## config.mk

```make
export PLATFORM = sky130hd
export DESIGN_NAME = alu_next_pc
export DESIGN_NICKNAME = d
export VERILOG_FILES = /design/src/rtl/alu_next_pc.sv
export SDC_FILE = /design/constraint.sdc
export NUM_CORES = 1
export LEC_CHECK = 0
export CELL_PAD_IN_SITES_DETAIL_PLACEMENT = 1
export CELL_PAD_IN_SITES_GLOBAL_PLACEMENT = 2
export CORE_ASPECT_RATIO = 1.25
export CORE_MARGIN = 3
export CORE_UTILIZATION = 23
export CTS_CLUSTER_SIZE = 30
export DETAILED_ROUTE_END_ITERATION = 8
export PLACE_DENSITY = 0.87
export SETUP_SLACK_MARGIN = 0.15
export SLEW_MARGIN = 15
export SYNTH_ARGS = -nofsm -noshare
export SYNTH_HDL_FRONTEND = slang
export SYNTH_SLANG_ARGS = --single-unit
```

## constraint.sdc

```tcl
create_clock -name clock -period 4.6 [get_ports clock]
set_clock_uncertainty 0.1 [all_clocks]
set_input_delay 0.46 -clock clock [delete_from_list [all_inputs] [get_ports clock]]
set_output_delay 0.46 -clock clock [all_outputs]
set_load 0.005 [all_outputs]
```

## src/rtl/alu_next_pc.sv

```systemverilog
// Execute-and-next-PC block: 32-bit ALU, branch mux, jump mux and a sticky signed-overflow flag.
// Optional feature macro ALU_EXT_OPS_EN adds codes 100 (a AND NOT b) and 101 (a OR NOT b).
module alu_next_pc (
    input  logic        clock,
    input  logic        reset,
    input  logic [2:0]  alu_control,
    input  logic [31:0] src_a,
    input  logic [31:0] src_b,
    output logic [31:0] alu_out,
    output logic        zero,
    output logic        ovf_sticky,
    input  logic [31:0] pc_plus4,
    input  logic [31:0] pc_branch,
    input  logic        pc_src,
    output logic [31:0] branch_pc,
    input  logic        jump,
    input  logic [25:0] jump_index,
    output logic [31:0] pc_next
);

    logic signed [31:0] a_s;
    logic signed [31:0] b_s;
    logic signed [31:0] sum_s;
    logic signed [31:0] diff_s;
    logic               ovf;

    // Two's-complement overflow, judged from operand and result signs.
    function automatic logic add_ovf(input logic signed [31:0] a, input logic signed [31:0] b,
                                     input logic signed [31:0] r);
        return (a[31] == b[31]) && (r[31] != a[31]);
    endfunction

    function automatic logic sub_ovf(input logic signed [31:0] a, input logic signed [31:0] b,
                                     input logic signed [31:0] r);
        return (a[31] != b[31]) && (r[31] != a[31]);
    endfunction

    assign a_s    = src_a;
    assign b_s    = src_b;
    assign sum_s  = a_s + b_s;
    assign diff_s = a_s - b_s;

    always_comb begin
        alu_out = 32'd0;
        ovf     = 1'b0;
        case (alu_control)
            3'b000: alu_out = src_a & src_b;
            3'b001: alu_out = src_a | src_b;
            3'b010: begin
                alu_out = sum_s;
                ovf     = add_ovf(a_s, b_s, sum_s);
            end
            3'b110: begin
                alu_out = diff_s;
                ovf     = sub_ovf(a_s, b_s, diff_s);
            end
            // Direct signed compare stays correct when a - b would overflow.
            3'b111: alu_out = (a_s < b_s) ? 32'd1 : 32'd0;
`ifdef ALU_EXT_OPS_EN
            3'b100: alu_out = src_a & ~src_b;
            3'b101: alu_out = src_a | ~src_b;
`endif
            default: alu_out = 32'd0;
        endcase
    end

    assign zero = (alu_out == 32'd0);

    // Jump outranks branch; the jump target keeps the upper nibble of the branch-mux result.
    assign branch_pc = pc_src ? pc_branch : pc_plus4;
    assign pc_next   = jump ? {branch_pc[31:28], jump_index, 2'b00} : branch_pc;

    always_ff @(posedge clock) begin
        if (reset) begin
            ovf_sticky <= 1'b0;
        end else if (ovf) begin
            ovf_sticky <= 1'b1;
        end
    end

endmodule

```

Word-level counts from Yosys, hierarchy flattened. Index checks and enable logic that the tools add are counted.

$add $sub $neg: 2. Order comparisons: 1. Equality and inequality tests: 8. Muxes and demuxes: 5. Bitwise operators: 2. Reduce and logical (&&, ||, !) cells: 4.

Operators with widths (number): one-hot mux 32 bit (5 select lines) (1); adder 32 bit (1); AND 32 bit (1); logical NOT 32 bit (1); less-than comparator 32 bit (1); 2-to-1 mux 32 bit (1); OR 32 bit (1); subtractor 32 bit (1); 2-to-1 mux 28 bit (1); == test 3 bit, second input constant (2); == test 3 x 1 -> 1 bit, second input constant (1); == test 3 x 2 -> 1 bit, second input constant (1); logical NOT 3 bit (1); inequality test 1 bit (3); logical AND 1 bit (2); one-hot mux 1 bit (2 select lines) (1); == test 1 bit (1); 2-to-1 mux 1 bit (1).

Register bits after elaboration: 1. Output and inout port bits: 98.

Longest topological paths before layout.
Depth after elaboration: 4. Gate-level depth with buffers: 15. Mapped depth without buffers: 14.

Worst setup path after synthesis. Ideal clock, no wire load.

Path type: in2out. From: in src_a[1]. To: out zero. Data arrival time: 3.392 ns. Data required time: 4.040 ns. Slack: 0.648 ns. Stages: 14. Buffers on the path: 1. Path through: inv_1 > ha_1 > o21ba_1 > or4_1 > buf_2 > a2111oi_2 > or3_1 > a311oi_1 > o31ai_2 > a21oi_1 > xor2_1 > a221o_1 > a2111oi_2 > and3_1.

Elaborated cells on any way between the ends: 8. Classes of those cells: 2 x add/sub; 1 x order compare; 2 x mux; 2 x bitwise; 1 x reduce/logical.

RTL lines: from (decl) (line 7) `input logic [31:0] src_a,`; subtractor 32 bit / adder 32 bit (equally long branches) (line 41, 40); one-hot mux 32 bit (5 select lines) (*) (line 46) `case (alu_control)`; via alu_out[31] (line 9) `output logic [31:0] alu_out,`; logical NOT 32 bit (*) (line 67) `assign zero = (alu_out == 32'd0);`; to (decl) (line 10) `output logic zero,`.

Mark *: on every way through the listed nets, which the timed path passes. The rest lies on a longest branch.

Worst setup path after layout.
From: in src_b[1]. To: out zero.

Cells in the longest elaborated chain, start to end: 4. Elaborated cells on any way between the ends: 8. Classes of those cells: 2 x add/sub; 1 x order compare; 2 x mux; 2 x bitwise; 1 x reduce/logical.

Ends and longest elaborated chain: from (decl) (line 8) `input logic [31:0] src_b,`; less-than comparator 32 bit (line 58) `3'b111: alu_out = (a_s < b_s) ? 32'd1 : 32'd0;`; 2-to-1 mux 1 bit (line 58); one-hot mux 32 bit (5 select lines) (*) (line 46); logical NOT 32 bit (*) (line 67).

Mark *: on every way between the ends. The rest lies on a longest branch, timed or not.

==> run_results.csv <==
group,metric,value,unit
worst_setup_path,r2r-end,"ovf_sticky$_SDFFE_PP0P_",
synth,ys_warn_count,0,
cts,clock_latency,0,ps
floorplanning,initial_core_util,23.7,%
worst_setup_path,cp.depth,17,
route,drcViolationCount,0,
synth,synth_top_area_share,20.2,%
layout,diodes,0,
worst_setup_path,cpPeakStageDelay,530,ps
worst_setup_path,critical-path-top-delay-family,"simple AND/OR/NAND/NOR gates",
route,ant_nets,0,
route,drt_wl_total,37800,um
floorplanning,core,0.0256,mm2
pwr,peakVddDrop,0.0000708,V
hold_path,whs_path_depth,2,
global_route,grt_usage,24.6,%
layout,reg_top3,"ovf_sticky: 1 flops",
timing,max_clock_freq,0.216,GHz
layout,nFillCells,3110,
status,status,"finished with violations",
hold_path,hp-start,"ovf_sticky$_SDFFE_PP0P_",
route,drtPass1Iterations,5,
placed_design,port_buffers,258,
synth,syn_nets,1134,
layout,area_growth,102,%
timing,final.setup.tns,-25.9,ps
layout,largest-register,"ovf_sticky",
synth,synth_compound_area_share,29.7,%
route,drt_iter0_drc,511,
pwr,switching_power,0.775,mW
synth,synth.largest_area_cell,"ha_1",
worst_setup_path,crit_fanout,3,
layout,postLayoutCoreUtil,47.8,%
pwr,power_leakage,5.49,nW
placed_design,place_inst,1695,
worst_setup_path,cp_cell_sequence,"buf_6 > inv_4 > ha_4 > o21ba_4 > or4_4 > buf_6 > a211oi_4 > nor2_2 > mux2i_1 > nand3_1 > buf_4 > or3_1 > or4_4 > nor4_4 > and4b_1 > and3_4 > buf_6",
synth,syn_avg_cell_area,6.96,um2
synth,syn_area,0.00607,mm2
worst_setup_path,r2r_cells,2,
layout,layout-drive-gt1-share,40.0,%
placed_design,finalWeightedCongestion,1.01,
worst_setup_path,worstReg2RegStart,"ovf_sticky$_SDFFE_PP0P_",
synth,yosys.area_share.adder,20.8,%
floorplanning,die_area,0.0284,mm2
timing,setup_violations,1,
timing,min_period_over_period,101,%
status,violations,"negative setup slack",
timing,drv_slew,0,
worst_setup_path,cp.required,4040,ps
timing,worst_slack,-25.9,ps
global_route,antenna_found_initial,6,
worst_setup_path,cp_num_buf_inv,5,
floorplanning,rows,65,
hold_path,hp-class,"reg2reg",
hold_path,holdPathEnd,"ovf_sticky$_SDFFE_PP0P_",
pwr,comb_power_share,99.4,%
pwr,totalPowerFinal,1.67,mW
pwr,seqPwrFrac,0.6,%
synth,synth_top_family_by_area,"compound AO/OA/AOI/OAI gates",
layout,largest_reg_flops,1,
synth,synth_mux_area_share,15.6,%
worst_setup_path,start_kind,"primary input",
run,drv_cap,0,
pwr,p_sw_share,46.3,%
layout,instances_no_fill,1744,
global_route,grt_pass1_vias,9909,
pwr,p_per_area,137,mW/mm2
synth,synth-edff-count,0,
timing,whs,430,ps
route,vias,9222,
synth,synth_ff_type,"dfxtp_1",
global_route,overflow,0,
timing,worst_slew_pin_slew,763,ps
floorplanning,io_pins,259,
worst_setup_path,crit_slowest_cell,"or4_4",
worst_setup_path,end_kind,"primary output",
worst_setup_path,cpMostUsedCell,"buf_6",
worst_setup_path,path_class,"in2out",
synth,synth_seq_cells,1,
synth,synthXorXnorAreaFrac,3.60,%
synth,yosysSeqAreaShare,0.330,%
cts,cts_hold_buf,0,
floorplanning,die_w,151,um
layout,fin_nets,1672,
synth,synthCells,873,
cts,cts.clk_slew.worst_paths,0,ps
timing,worst_slew_margin_rel,49.1,%
synth,synthArstFlopShare,0,%
placed_design,hpwl,31000,um
global_route,grt_pass1_wl,55000,um
timing,finalCriticalPeriod,4630,ps
timing,rsz0062_at_grt,"yes",
floorplanning,dieHeight,188,um
global_route,grt_max_degree,33,
worst_setup_path,setup.reg_to_reg.worst_slack,3870,ps
route,wl_per_cell,21.7,um
synth,synth_cell_types,77,
pwr,intPower,0.900,mW
route,vias_per_cell,5.29,
timing,hold_viol_final,0,
worst_setup_path,arrival,4070,ps
synth,synth-simple-area-share,19.0,%
synth,synth_area_leaders,"ha_1 (20%), mux2_2 (11%), inv_1 (6.5%)",
pwr,pwr-share-clk,0,%
-- layout make-up --
| type | count | area [um2] | area share (%) |
|---|---|---|---|
| inverters | 107 | 412 | 3.36 |
| flip-flops and latches | 1 | 20.0 | 0.163 |
| well taps | 335 | 419 | 3.42 |
| multi-input cells | 709 | 6240 | 50.9 |
| repair buffers | 592 | 5160 | 42.1 |
-- power by group through the flow --
stage	sequential, mW	clock (mW)	combinational (mW)
2_1_floorplan	0.00967	0	0.592
3_3_place_gp	0.00967	0	1.39
3_5_place_dp	0.00968	0	1.42
4_1_cts	0.00968	0	1.56
5_1_grt	0.00973	0	1.77
6_report	0.00968	0	1.66
-- how the worst max path moves through the flow --
stage	from	to
finish	src_b[1]	zero
global route	src_b[1]	zero
CTS	src_b[1]	zero
detailed placement	src_a[0]	zero
global placement	src_a[4]	zero
floorplan	src_a[1]	zero
-- cell usage in the layout (no fill, tap or decap), types with 8 or more instances in the layout --
cell             synthesis  routed
a211oi_1                13       9
mux2i_1                 25      24
clkdlybuf4s50_1          0     215
o211ai_1                10      10
nand3_1                 17      16
nand2_1                 62      60
dlygate4sd2_1            0      25
nor3_1                  21      17
a21oi_1                 72      64
o21ai_0                 43      32
o31ai_1                 14      13
inv_2                    0      28
o21bai_1                10       8
ha_4                     0      22
mux2_2                  62      62
nand4_1                 10      10
xnor2_1                 23      22
a31oi_1                 12       8
buf_6                    2      31
nor2_1                  58      55
inv_1                  106      76
o22ai_1                 21      15
buf_4                    5     308
ha_1                    98      72
-- timing repair --
item                       4_1_cts  5_1_grt
pin swaps                       69       31
setup endpoints to repair       20       12
buffers inserted                37       12
gates cloned                     0        0
gates resized for setup        213       81
-- kinds of logic (layout without fill, tap and decap cells) --
group                    after synthesis  count (layout)
buffers and inverters                163             699
flip-flops                             1               1
AND/OR/NAND/NOR                      235             235
adder cells (fa/ha/maj)              100             100
AO/OA/AOI/OAI                        262             262
multiplexers                          87              87
XOR/XNOR                              25              25
-- tightest hold or removal path: cells and delay by family (launching register included) --
| family | cells | cell delay (ps) |
|---|---|---|
| flip-flops | 1 | 320 |
| AO/OA/AOI/OAI | 2 | 170 |
-- through the flow --
step | area (um2) | setup WS (ps)
2_1_floorplan | 6070 | 648
3_3_place_gp | 11000 | -820
3_5_place_dp | 11000 | -981
4_1_cts | 11900 | 35.6
5_1_grt | 12300 | -132
6_report | 12300 | -25.9
-- cells in the mapped netlist, types with 3 or more instances --
cell	n
inv_1	106
ha_1	98
a21oi_1	72
mux2_2	62
nand2_1	62
nor2_1	58
o21ai_0	43
clkbuf_1	28
mux2i_1	25
xnor2_1	23
nor3_1	21
o22ai_1	21
nand3_1	17
o31ai_1	14
a211oi_1	13
buf_2	13
nor4_1	13
a31oi_1	12
and3_1	10
nand4_1	10
o211ai_1	10
o21bai_1	10
or3_1	9
a21o_1	8
buf_1	8
nor2b_1	8
nand2b_1	7
o21a_1	7
or4_1	6
buf_4	5
a2111oi_2	4
a221oi_1	4
nor4b_1	4
a221o_1	3
a311oi_1	3
o2111ai_1	3
-- layer usage --
layer | vias up | track usage [%] | share of wire (%)
met5 | - | 0 | 0.053
met4 | 2 | 9.18 | 5.4
met3 | 123 | 2.30 | 6.5
met2 | 424 | 49.4 | 54
met1 | 4463 | 25.3 | 34
li1 | 4210 | - | -
Power figures use the tool's default switching activity.
